--- src/rtl/fxp_mul_pipe_pkg.sv ---
// Shared fixed-point definitions: rounding modes and Q-format width helpers,
// also used by the downstream accumulator.
package fxp_mul_pipe_pkg;

  typedef enum logic {
    TRUNC = 1'b0,
    RNE   = 1'b1
  } rnd_mode_e;

  function automatic int unsigned prod_wl(input int unsigned wl_a, input int unsigned wl_b);
    return wl_a + wl_b;
  endfunction

  function automatic int unsigned prod_scale(input int unsigned scale_a,
                                             input int unsigned scale_b);
    return scale_a + scale_b;
  endfunction

  // Number of fraction LSBs dropped when narrowing scale_in to scale_out.
  function automatic int unsigned drop_count(input int unsigned scale_in,
                                             input int unsigned scale_out);
    return (scale_in > scale_out) ? scale_in - scale_out : 0;
  endfunction

endpackage

--- src/rtl/fxp_round_sat.sv ---
// Combinational Q-format conversion: guard/sticky round-to-nearest-even (or
// truncation) when narrowing, left shift when widening, then unsigned saturation.
module fxp_round_sat
  import fxp_mul_pipe_pkg::*;
#(
  parameter int unsigned wl_in     = 32,
  parameter int unsigned scale_in  = 16,
  parameter int unsigned wl_out    = 32,
  parameter int unsigned scale_out = 5,
  parameter rnd_mode_e   mode      = RNE
) (
  input  logic [wl_in-1:0]  data_in,
  output logic [wl_out-1:0] data_out,
  output logic              ovf
);

  localparam int unsigned Drop  = drop_count(scale_in, scale_out);
  localparam int unsigned Shift = (scale_out > scale_in) ? scale_out - scale_in : 0;
  // Wide enough to hold any shifted or rounded value plus the bits above wl_out.
  localparam int unsigned Ww    = wl_in + Shift + wl_out + 1;

  logic [Ww-1:0] scaled;

  if (Drop > 0) begin : g_round
    localparam logic [wl_in-1:0] StickyMask = {wl_in{1'b1}} >> (wl_in - Drop + 1);
    logic [wl_in-1:0] kept;
    logic             guard;
    logic             sticky;
    logic             round_up;

    assign kept     = data_in >> Drop;
    assign guard    = data_in[Drop-1];
    assign sticky   = |(data_in & StickyMask);
    assign round_up = (mode == RNE) && guard && (sticky || kept[0]);
    // A rounding carry can push the value past wl_out; caught by ovf below.
    assign scaled   = Ww'(kept) + Ww'(round_up);
  end else begin : g_shift
    assign scaled = Ww'(data_in) << Shift;
  end

  assign ovf      = |(scaled >> wl_out);
  assign data_out = ovf ? {wl_out{1'b1}} : scaled[wl_out-1:0];

endmodule

--- src/rtl/fxp_mul_pipe.sv ---
// Three-stage unsigned fixed-point multiplier (operands, full product, converted
// result) with valid/ready on both sides; out_data/out_ovf read 0 when not valid.
module fxp_mul_pipe
  import fxp_mul_pipe_pkg::*;
#(
  parameter int unsigned wl_a      = 16,
  parameter int unsigned scale_a   = 8,
  parameter int unsigned wl_b      = 16,
  parameter int unsigned scale_b   = 8,
  parameter int unsigned wl_out    = 32,
  parameter int unsigned scale_out = 5
) (
  input  logic              clk,
  input  logic              rst,
  input  logic [wl_a-1:0]   in_a,
  input  logic [wl_b-1:0]   in_b,
  input  logic              in_valid,
  output logic              in_ready,
  output logic [wl_out-1:0] out_data,
  output logic              out_ovf,
  output logic              out_valid,
  input  logic              out_ready
);

  localparam int unsigned Pw = prod_wl(wl_a, wl_b);
  localparam int unsigned Ps = prod_scale(scale_a, scale_b);

  logic              v1_q, v2_q, v3_q;
  logic [wl_a-1:0]   a1_q;
  logic [wl_b-1:0]   b1_q;
  logic [Pw-1:0]     p2_q;
  logic [wl_out-1:0] d3_q;
  logic              o3_q;
  logic              load1, load2, load3;
  logic [wl_out-1:0] rs_data;
  logic              rs_ovf;

  // A stage loads when empty or when its contents move on this cycle.
  assign load3    = !v3_q || out_ready;
  assign load2    = !v2_q || load3;
  assign load1    = !v1_q || load2;
  assign in_ready = load1;

  fxp_round_sat #(
    .wl_in    (Pw),
    .scale_in (Ps),
    .wl_out   (wl_out),
    .scale_out(scale_out),
    .mode     (RNE)
  ) u_round_sat (
    .data_in (p2_q),
    .data_out(rs_data),
    .ovf     (rs_ovf)
  );

  always_ff @(posedge clk) begin
    if (!rst) begin
      v1_q <= 1'b0;
      v2_q <= 1'b0;
      v3_q <= 1'b0;
      a1_q <= '0;
      b1_q <= '0;
      p2_q <= '0;
      d3_q <= '0;
      o3_q <= 1'b0;
    end else begin
      if (load1) begin
        v1_q <= in_valid;
        a1_q <= in_a;
        b1_q <= in_b;
      end
      if (load2) begin
        v2_q <= v1_q;
        p2_q <= Pw'(a1_q) * Pw'(b1_q);
      end
      // Bubbles load zeros so the idle output adds nothing downstream.
      if (load3) begin
        v3_q <= v2_q;
        d3_q <= v2_q ? rs_data : '0;
        o3_q <= v2_q && rs_ovf;
      end
    end
  end

  assign out_valid = v3_q;
  assign out_data  = d3_q;
  assign out_ovf   = o3_q;

endmodule

--- config.mk ---
export PLATFORM = sky130hd
export DESIGN_NAME = fxp_mul_pipe
export DESIGN_NICKNAME = d
export VERILOG_FILES = /design/src/rtl/fxp_mul_pipe_pkg.sv /design/src/rtl/fxp_round_sat.sv /design/src/rtl/fxp_mul_pipe.sv
export SDC_FILE = /design/constraint.sdc
export NUM_CORES = 1
export LEC_CHECK = 0
export BUFFER_PORTS_ARGS = -buffer_cell sky130_fd_sc_hd__clkbuf_2
export CELL_PAD_IN_SITES_DETAIL_PLACEMENT = 2
export CELL_PAD_IN_SITES_GLOBAL_PLACEMENT = 2
export CORE_ASPECT_RATIO = 1.25
export CORE_MARGIN = 4
export CORE_UTILIZATION = 42
export CTS_BUF_LIST = sky130_fd_sc_hd__clkbuf_16
export CTS_CLUSTER_DIAMETER = 30
export DETAILED_ROUTE_END_ITERATION = 8
export PLACE_DENSITY_LB_ADDON = 0.15
export SLEW_MARGIN = 20
export SYNTH_ARGS = -nofsm -noshare
export SYNTH_HDL_FRONTEND = slang
export SYNTH_SLANG_ARGS = --single-unit
--- constraint.sdc ---
create_clock -name clk -period 16.9 [get_ports clk]
set_clock_uncertainty 0.15 [all_clocks]
set_input_delay 0.845 -clock clk [delete_from_list [all_inputs] [get_ports clk]]
set_output_delay 0.845 -clock clk [all_outputs]
set_load 0.05 [all_outputs]
Word level (Yosys, flattened, before mapping). Index checks and enable logic that the tools add are counted.

Input bits: 36. Logic and storage cells: 23. Register bits after elaboration: 100. Output and inout port bits: 35.

Reductions and logical operators: 11. $add $sub $neg: 1. Multiplexer cells: 2. $mul: 1.

Operators with widths (number): $mux 32 (2); $reduce_or 33->1 const A (1); $mul 16x16->32 (1); $add 21x1->22 (1); $reduce_or 10->1 (1); $logic_or 1x1->1 (4); $logic_not 1->1 (3); $logic_and 1x1->1 (2).

Longest topological paths before layout. Gate-level depths: netlist of run 1.

Word-level depth: 6. Mapped depth: 22. Mapped depth without buffers: 21.

Modules after synthesis. A second synthesis of run 1 with hierarchy kept.

Cells, all modules: 1518. Area, all modules: 12736.0 um^2.

By module, submodules not included: fxp_mul_pipe (area each 12209.2 um^2, times used 1, seq. area each 2001.9 um^2, cells an instance 1444); fxp_round_sat (area each 526.8 um^2, times used 1, seq. area each 0.0 um^2, cells an instance 74).

Worst setup path before layout of run 1. No wires, ideal clock.

Kind: register to register. From: reg a1_q[12]. To: reg p2_q[28]. Clock period less this slack: 5.642 ns. Library setup time: 0.127 ns. Required time: 16.623 ns. Stages on the path, launching flop included: 21. Path buffers: 2. Arrival: 5.365 ns. Slack: 11.258 ns. Path through: dfxtp_1 clkbuf_1 nand2_1 fa_1 fa_1 fa_1 inv_1 fa_1 fa_1 inv_1 fa_1 inv_1 ha_1 buf_6 a21oi_1 o21ai_0 a21oi_1 a31oi_1 a31o_1 xnor2_1 o21ai_1.

Word-level cells in the longest chain between the ends: 1.

Ends and longest elaborated chain: start: declaration (RTL line fxp_mul_pipe.sv:29) `logic [wl_a-1:0] a1_q;`; start signal: assignment (RTL line fxp_mul_pipe.sv:69) `a1_q <= in_a;`; $mul 16x16->32 (RTL line fxp_mul_pipe.sv:74) `p2_q <= Pw'(a1_q) * Pw'(b1_q);`; end signal: assignment (RTL line fxp_mul_pipe.sv:74); end: declaration (RTL line fxp_mul_pipe.sv:31) `logic [Pw-1:0] p2_q;`.

Every way passes these cells. A chain may end at the register's enable or synchronous reset.

Worst setup path after layout of run 1.
From: reg a1_q[7]. To: reg p2_q[28].

The elaborated chain is that of the path after synthesis.

==> results.txt, run 1 <==
* Vias: between 10000 and 15000
- Max stage delay cell, worst path: sky130_fd_sc_hd__dfxtp_1
- Traced cell by cell, the critical path runs through and2_1 > fa_1 > inv_1 > fa_1 > fa_1 > inv_1 > fa_1 > fa_1 > inv_1 > fa_1 > inv_1 > ha_1 > a21oi_1 > o21ai_0 > a21oi_1 > a31oi_1 > a31o_1 > xnor2_1 > o21ai_1.
- Entering global routing, the biggest net connects around 40 pins.
* Register bit total from synthesis: 89
- For this run, design rule violations remaining after detail routing come to 0.
* TritonCTS clock tree: yes
* Capture point of the worst reg-to-reg path: p2_q[28]$_SDFFE_PN0P_
- Post-route cell area: ~13000 um2
- The synthesized design contains 0 enable-type register cells.
- Max-cap violations in this run came to 0.
- The final critical path takes up between 40 and 50% of the cycle.
- Summed over all failing endpoints, the final setup total negative slack is 0 ns.
* Highest achievable clock rate: 148 MHz
- Result of the run: completed
* Sequential element share of the synthesized area: 14.7%
- Starting density of the core: a little over two fifths
- IR analysis of the VDD net gives a maximum drop of around 0.044 mV.
- Counting stages on the worst path, the most repeated cell is sky130_fd_sc_hd__fa_1.
- Worst slew slack as a fraction of its limit: about a third
- Number of routed nets with antenna violations: 0
- The synthesized design devotes to its leading area cell type between 30% and 40% of total area.
- First element of the critical path: a1_q[7]$_SDFFE_PN0P_
- R2r setup slk: 10.13 ns
- Cells with a size suffix above 1 make up 6.79% of the layout.
- The number of gates resized after CTS was 0.
- Top_reg_cell synth: sky130_fd_sc_hd__dfxtp_1
- Overall Global Routing Usage: roughly 27%
* Tmin final: slightly below 7 ns
- The count of buffers added on input and output ports is 59.
- Setup WS post-layout: between 10 and 15 ns
* Final Routed Wirelength: between 40 and 50 mm
* Biggest area contributors in the synthesized netlist: sky130_fd_sc_hd__fa_1 (32%), sky130_fd_sc_hd__dfxtp_1 (15%), sky130_fd_sc_hd__ha_1 (11%)
- Worst hold path type: reg -> reg
* Number of slew-limit violations in the final report: 0
* Commonest cells post-synth: sky130_fd_sc_hd__nand2_1 (269), sky130_fd_sc_hd__inv_1 (236), sky130_fd_sc_hd__fa_1 (194)
* Clock-pin slew reported for the worst setup and hold paths after clock tree synthesis: 0.08 ns
- Data arrives at the worst endpoint at between 6 and 7 ns.
- Worst Setup EP: p2_q[28]$_SDFFE_PN0P_
- Root Buffer: sky130_fd_sc_hd__clkbuf_16
* Top Ports: 71
- The clock tree synthesis step divided the H-tree into 3 levels.
* Pre-CTS worst setup slack: 10.19 ns
* Final hold viol count: 0
- At the later pin of the worst-skew pair, clock insertion delay measures between 0.3 and 0.4 ns.
- The synthesized netlist contains between 60 and 70 unique library cells.
- Detailed-route wire length per cell: roughly 23 um
- Area growth syn-to-layout: 6.58%
- Syn Inst Count: between 1000 and 1500
* Overall die height: just under 200 um
* Synth warnings: 0
* Cell with the most instances after synthesis: sky130_fd_sc_hd__nand2_1
- The congestion estimate from routability-driven global placement came to 0.837.
* Cell Pwr Density: about 74 nW/um2
- In this run, post-CTS hold repair placed 0 buffers.
* Post-detailed-route via-to-cell ratio: ~5.5
- Startpoint of the worst-slack reg-to-reg timing path: a1_q[7]$_SDFFE_PN0P_
- Crit path kind: reg -> reg
* Async S/R FF share, synth: 0%
- # diodes: 0
- Mapped Area: 12200 um2
* Static power due to leakage: between 0.006 and 0.007 uW
- Overall power after layout: approximately 950 uW
- Detailed placer's ending HPWL: about 31 mm
- Of all nets on the critical path, the largest fanout is 17.
- Rows: between 60 and 70
- The pre-antenna-repair detailed-routing pass consisted of 5 iterations.
- Wire length of the first global-routing pass: around 66 mm
* CP Launch Type: flip-flop
- Clk sink count: 89
* Count of nets after finishing: between 1500 and 2000
- Slew at the pin with the worst max-slew slack: 0.994 ns
- At the worst endpoint, the required time is approximately 17 ns.
- sky130_fd_sc_hd__fa_1 takes more of the synthesized area than any other cell.
- The via count of the first global-routing pass came to between 10000 and 15000.
* CTS Buffer Depth: 2
* Core footprint: about 28000 um2
* Post-DP Area: roughly 13000 um2
- Buffers inserted during clock tree synthesis total 9.
- Die outline width: roughly 160 um
- Initial detailed-routing violation count: approximately 450
* Final setup violating endpoints: 0
* Post-Syn Area per Cell: 8.41 um2
- Post-CTS Setup Repair Bufs: 0
- For this run, the slowest stage of the critical path takes about 0.95 ns.
* Total global routing overflow: 0
* Antenna violations before repair: 0
- The die covers about 32000 um2.
* Worst Setup End Kind: flip-flop
* R2r worst-path depth: 19
- RSZ-0062 raised after global routing: false
-- sequential cells by signal (all words and copies together), names as in the netlist --
name       flops
a1_q          16
b1_q          16
out_data      22
out_valid      1
p2_q          32
v1_q           1
v2_q           1
-- per-stage QoR --
stage | util, % | hold WS [ns] | std cells
floorplan | - | 0.282 | 1455
global placement | 44.3 | 0.294 | 1797
detailed placement | 44.3 | 0.299 | 1797
CTS | 45.5 | 0.308 | 1813
global route | 45.5 | 0.338 | 1813
finish | 45.5 | 0.306 | 1813
-- logic make-up (layout without fill, tap and decap cells) --
family	count (synthesis)	count (layout)	synth area share (%)
adders and majority gates	299	299	42.8
and+or+nand+nor	523	523	20.1
AOI/OAI and AO/OA	175	175	9.18
muxes	1	1	0.0926
DFF	89	89	14.7
buffers and inverters	316	319	10.2
other	1	11	0.0309
xor gates and xnor gates	41	41	2.95
-- cells in the final DEF (no fill, tap or decap), types with 2 or more instances in the layout --
cell and instances:
sky130_fd_sc_hd__o21ai_1 6, sky130_fd_sc_hd__o221ai_1 2, sky130_fd_sc_hd__nand2_1 268, sky130_fd_sc_hd__buf_4 7, sky130_fd_sc_hd__a21oi_1 76, sky130_fd_sc_hd__a21o_1 10, sky130_fd_sc_hd__inv_1 236, sky130_fd_sc_hd__nor2_1 54
sky130_fd_sc_hd__and2_1 119, sky130_fd_sc_hd__clkbuf_2 59, sky130_fd_sc_hd__nand3_1 33, sky130_fd_sc_hd__o211ai_1 6, sky130_fd_sc_hd__or4_1 3, sky130_fd_sc_hd__nor3_1 9, sky130_fd_sc_hd__dfxtp_1 89, sky130_fd_sc_hd__bufinv_16 2
sky130_fd_sc_hd__nor2b_1 2, sky130_fd_sc_hd__fa_1 194, sky130_fd_sc_hd__a31oi_1 5, sky130_fd_sc_hd__xnor2_1 25, sky130_fd_sc_hd__xor2_1 16, sky130_fd_sc_hd__o21ai_0 21, sky130_fd_sc_hd__o21bai_1 4, sky130_fd_sc_hd__or3_1 3
sky130_fd_sc_hd__clkbuf_16 9, sky130_fd_sc_hd__clkinv_1 2, sky130_fd_sc_hd__a22oi_1 17, sky130_fd_sc_hd__conb_1 11, sky130_fd_sc_hd__a211o_1 3, sky130_fd_sc_hd__ha_1 105, sky130_fd_sc_hd__nor2b_2 2, sky130_fd_sc_hd__and3_1 7
sky130_fd_sc_hd__nor4_1 4, sky130_fd_sc_hd__inv_6 2, sky130_fd_sc_hd__a31oi_2 2, sky130_fd_sc_hd__o2111ai_1 3, sky130_fd_sc_hd__nand4_1 6, sky130_fd_sc_hd__a211oi_1 6
-- per-layer routing --
layer	vias to the layer above	GRT usage, %	wire (um)
met2	276	50.7	22100
met3	101	3.96	1740
met1	5194	31.0	16500
met4	0	9.69	1390
met5	-	0	0
li1	4489	-	-
-- how the worst min path moves through the flow --
stage	start	cells past startpoint	endpoint
floorplan	p2_q[3]$_SDFFE_PN0P_	2	p2_q[3]$_SDFFE_PN0P_
global placement	p2_q[3]$_SDFFE_PN0P_	2	p2_q[3]$_SDFFE_PN0P_
detailed placement	p2_q[0]$_SDFFE_PN0P_	2	p2_q[0]$_SDFFE_PN0P_
CTS	p2_q[0]$_SDFFE_PN0P_	2	p2_q[0]$_SDFFE_PN0P_
global route	p2_q[1]$_SDFFE_PN0P_	2	p2_q[1]$_SDFFE_PN0P_
finish	p2_q[8]$_SDFFE_PN0P_	2	p2_q[8]$_SDFFE_PN0P_
-- worst max-delay path, delay by kind of cell, from the launching register on --
kind	cells	cell delay, ns
simple gates	1	0.29
compound gates	6	1.39
fa+ha+maj	7	3.33
xor+xnor	1	0.22
buf+inv	4	0.27
flops	1	0.95
-- cell type report --
type / instances / area (um2)
flip-flops and latches: 89 / 1780
clock inverters: 7 / 92.6
fillers: 3212 / 15500
inverters: 237 / 890
clock buffers: 9 / 225
well taps: 355 / 444
multi-input cells: 1050 / 9170
repair buffers: 66 / 348
-- report_power, final --
part / total (uW) / switching, uW / internal, uW
Clock: 230 / 101 / 130
Sequential: 281 / 47.5 / 234
Combinational: 443 / 270 / 173
Total: 955 / 419 / 536
No activity file was read; power rests on OpenSTA's default activity.
==> run 2: changes to the inputs <==
--- a/config.mk
+++ b/config.mk
@@ -10,7 +10,7 @@
 export CELL_PAD_IN_SITES_GLOBAL_PLACEMENT = 2
 export CORE_ASPECT_RATIO = 1.25
 export CORE_MARGIN = 4
-export CORE_UTILIZATION = 42
+export CORE_UTILIZATION = 35
 export CTS_BUF_LIST = sky130_fd_sc_hd__clkbuf_16
 export CTS_CLUSTER_DIAMETER = 30
 export DETAILED_ROUTE_END_ITERATION = 8
==> constraint.sdc (replaced) <==
create_clock -name clk -period 5.7 [get_ports clk]
set_clock_uncertainty 0.15 [all_clocks]
set_input_delay 0.285 -clock clk [delete_from_list [all_inputs] [get_ports clk]]
set_output_delay 0.285 -clock clk [all_outputs]
set_load 0.05 [all_outputs]
==> run 2 against run 1 <==
Effect of this change:
- clock power grew to 2.9 times the previous value
- routed wire length shrank 3.3%
- hold slack worse by 0.30 ns
- clock-buffer cell count unchanged
- sequential cell count unchanged
- combinational power grew to 4.5 times the previous value
- die area up 19%
- sequential power rose to 2.8 times the previous value
- setup slack worse by 10 ns
- largest cell class unchanged
- core utilization is 1.5 points lower
- register-to-register slack worse by 10 ns
==> results.txt, run 2 (synthesis results as in run 1) <==
- Result of the run: completed
* Clock-pin slew reported for the worst setup and hold paths after clock tree synthesis: approximately 0.09 ns
* Worst EP arrival: 5.79 ns
- Overall die height: approximately 220 um
* Internal Power: a little under 2000 uW
- The worst hold path passes through 3 cells.
* Die outline width: 175 um
- Power spread over the standard cell area amounts to about 230 nW/um2.
- Detailed-route wire length per cell: 19.3 um
- Count of nets after finishing: approximately 2000
- Max stage delay cell, worst path: sky130_fd_sc_hd__fa_1
- Max incr delay on CP: 0.54 ns
- Sequential cells account for 22.8% of the total power.
* Post-DP Area: roughly 14000 um2
- Portion of total power attributed to the clock network: between 10% and 20%
- Initial detailed-routing violation count: between 300 and 400
* Most frequent standard cell in the layout excluding fill and tap cells: sky130_fd_sc_hd__nand2_1
- Final design utilization: about 44%
- At the pin with the least slew margin, the transition time is 0.680 ns.
* Clk sink count: 89
- Static power due to leakage: 0.00734 uW
* Top Ports: approximately 70
- The routed design could run at a clock period as short as roughly 5.7 ns.
- The initial utilization of the core area, before any placement, comes to 35.3%.
- The total overflow left after global routing is 0.
- In this run switching power makes up between 40 and 50% of total power.
- The final critical path takes up between 90% and 100% of the cycle.
- Per report_power, the combinational group accounts for 57.9% of the total.
- Critical Path RT: slightly below 6 ns
- Routability Congestion: a little under 0.9
* Rows: 76
* Highest achievable clock rate: between 150 and 200 MHz
- The worst-case IR drop observed on VDD is between 0.1 and 0.15 mV.
- For the worst flop-to-flop path, the logic depth is 22.
- Root Buffer: sky130_fd_sc_hd__clkbuf_16
- Startpoint of the worst-slack reg-to-reg timing path: a1_q[9]$_SDFFE_PN0P_
- H-Tree Level Count: 3
* Final Non-Filler Cells: about 2100
- The later pin in the worst-skew pair is clocked with a latency of 0.38 ns.
- The floorplan step defined a core boundary enclosing approximately 34000 um2.
* Crit path kind: reg -> reg
- Flip-flop count of the largest register, all copies and words added: 32
- For this run, design rule violations remaining after detail routing come to 0.
- The library cells used most frequently in the layout, excluding fill and tap cells, are sky130_fd_sc_hd__nand2_1 (265), sky130_fd_sc_hd__inv_1 (224), sky130_fd_sc_hd__fa_1 (181).
- Worst path most repeated cell: sky130_fd_sc_hd__inv_1
- Number of routed nets with antenna violations: 0
- Vias in the first global route: roughly 12000
* CP Launch Type: flip-flop
- Summed over all nets, the switching power comes to ~1500 uW.
- Number of slew-limit violations in the final report: 0
- Launch point of the worst hold path: in_b[2]
- After routing the design area is approximately 15000 um2.
- The tightest min-delay check is of the in -> reg type.
* Worst-path maximum fanout: 6
- Setup violations remaining at the end of the flow were counted as 0.
* Setup WS post-layout: 0.00376 ns
- The repair_antennas step left the layout with diodes totalling 0.
* R2r setup slk: roughly 0.0038 ns
* Count of maximum capacitance violations: 0
- Post-Route Setup TNS: 0 ns
- Area of the die: 37800 um2
* Wire length of the first global-routing pass: ~65 mm
- RSZ-0062 raised after global routing: true
- The critical path contains buffers and inverters numbering 8 combined.
* IO Port Bufs: 59
* Final Routed Wirelength: roughly 40 mm
- The clock passes through at most 2 buffers.
* Share of layout cells above drive strength 1: ~22%
* Final hold viol count: 0
- Post-detailed-route via-to-cell ratio: about 4.9
- Before CTS, the worst setup slack after placement is -0.329 ns.
* Vias: around 10000
- In this run, CTS created clock tree buffers numbering 9.
- TritonCTS clock tree: yes
- Detailed placer's ending HPWL: ~32 mm
- Area growth syn-to-layout: 24.4%
- For this run, the total global-route usage over all layers was measured as 21.4%.
- Pin count of the biggest net entering global routing: 44
- The worst hold path terminates at b1_q[2]$_SDFFE_PN0P_.
- Kind of cell with the highest combined delay on the critical path: adder cells
- The worst pin sits at a relative slew slack of 54.5%.
- Worst Setup End Kind: flip-flop
* Capture point of the worst reg-to-reg path: p2_q[27]$_SDFFE_PN0P_
- Antenna violations before repair: 0
* Ordered cell list for the critical path: buf_4 > and2_1 > fa_1 > inv_1 > fa_2 > fa_2 > inv_1 > fa_2 > fa_1 > inv_1 > fa_1 > inv_1 > ha_4 > buf_4 > buf_4 > o211ai_1 > nor2_1 > nor2_2 > a21oi_4 > a41oi_4 > buf_6 > o221ai_2
- p2_q holds more flip-flops than any other register.
- The first detailed-routing pass took 4 iterations.
- Cell count after placement: just over 2000
## run 2: tightest hold or removal path: stages
cell and delay [ns]:
sky130_fd_sc_hd__clkbuf_2 0.08, sky130_fd_sc_hd__nand2_1 0.06, sky130_fd_sc_hd__a21oi_1 0.06
## run 2: what timing repair did
action                     CTS  global route
buffers inserted             7             4
hold endpoints to repair    22             0
setup endpoints to repair   18            17
hold buffers                22             0
gates resized for setup     62           113
pin swaps                   27            56
## run 2: metrics by stage
| step | hold WS (ns) | total power, uW |
|---|---|---|
| after floorplan | 0.256 | 1750 |
| after global placement | 0.289 | 2340 |
| after detailed placement | 0.300 | 2400 |
| after CTS | 0.000609 | 3190 |
| after global routing | 0.0208 | 3710 |
| final | 0.00616 | 3440 |
## run 2: metal layers
| layer | part of all wire (%) | track usage, % | wire length [um] | vias up |
|---|---|---|---|---|
| met5 | 0 | 0 | 0 | - |
| met2 | 54 | 41.3 | 22000 | 155 |
| met3 | 2.6 | 2.08 | 1060 | 45 |
| met1 | 41 | 25.7 | 16500 | 5327 |
| met4 | 2.0 | 4.17 | 795 | 0 |
| li1 | - | - | - | 4831 |
## run 2: how the worst max path moves through the flow
stage | startpoint | to | slack, ns | cells after the start
final | a1_q[9]$_SDFFE_PN0P_ | p2_q[27]$_SDFFE_PN0P_ | 0.004 | 22
after global routing | a1_q[6]$_SDFFE_PN0P_ | p2_q[29]$_SDFFE_PN0P_ | -0.17 | 21
after CTS | a1_q[10]$_SDFFE_PN0P_ | p2_q[27]$_SDFFE_PN0P_ | 0.0001 | 22
after detailed placement | b1_q[6]$_SDFFE_PN0P_ | p2_q[31]$_SDFFE_PN0P_ | -0.33 | 19
after global placement | b1_q[5]$_SDFFE_PN0P_ | p2_q[31]$_SDFFE_PN0P_ | -0.26 | 19
after floorplan | a1_q[12]$_SDFFE_PN0P_ | p2_q[28]$_SDFFE_PN0P_ | 0.06 | 20
## run 2: power by group through the flow
| stage | Clock, uW | Combinational [uW] | Sequential, uW |
|---|---|---|---|
| after floorplan | 0 | 970 | 777 |
| after global placement | 0 | 1540 | 799 |
| after detailed placement | 0 | 1600 | 803 |
| after CTS | 685 | 1710 | 788 |
| after global routing | 708 | 2200 | 800 |
| final | 664 | 1990 | 785 |
## run 2: cell type report
cell class	instances	area, um2
fill	3829	19300
multi-input combinational	1050	9710
sequential	89	1850
timing repair buffer	235	1770
inverter	237	890
tap	468	586
clock buffer	9	225
clock inverter	7	83.8
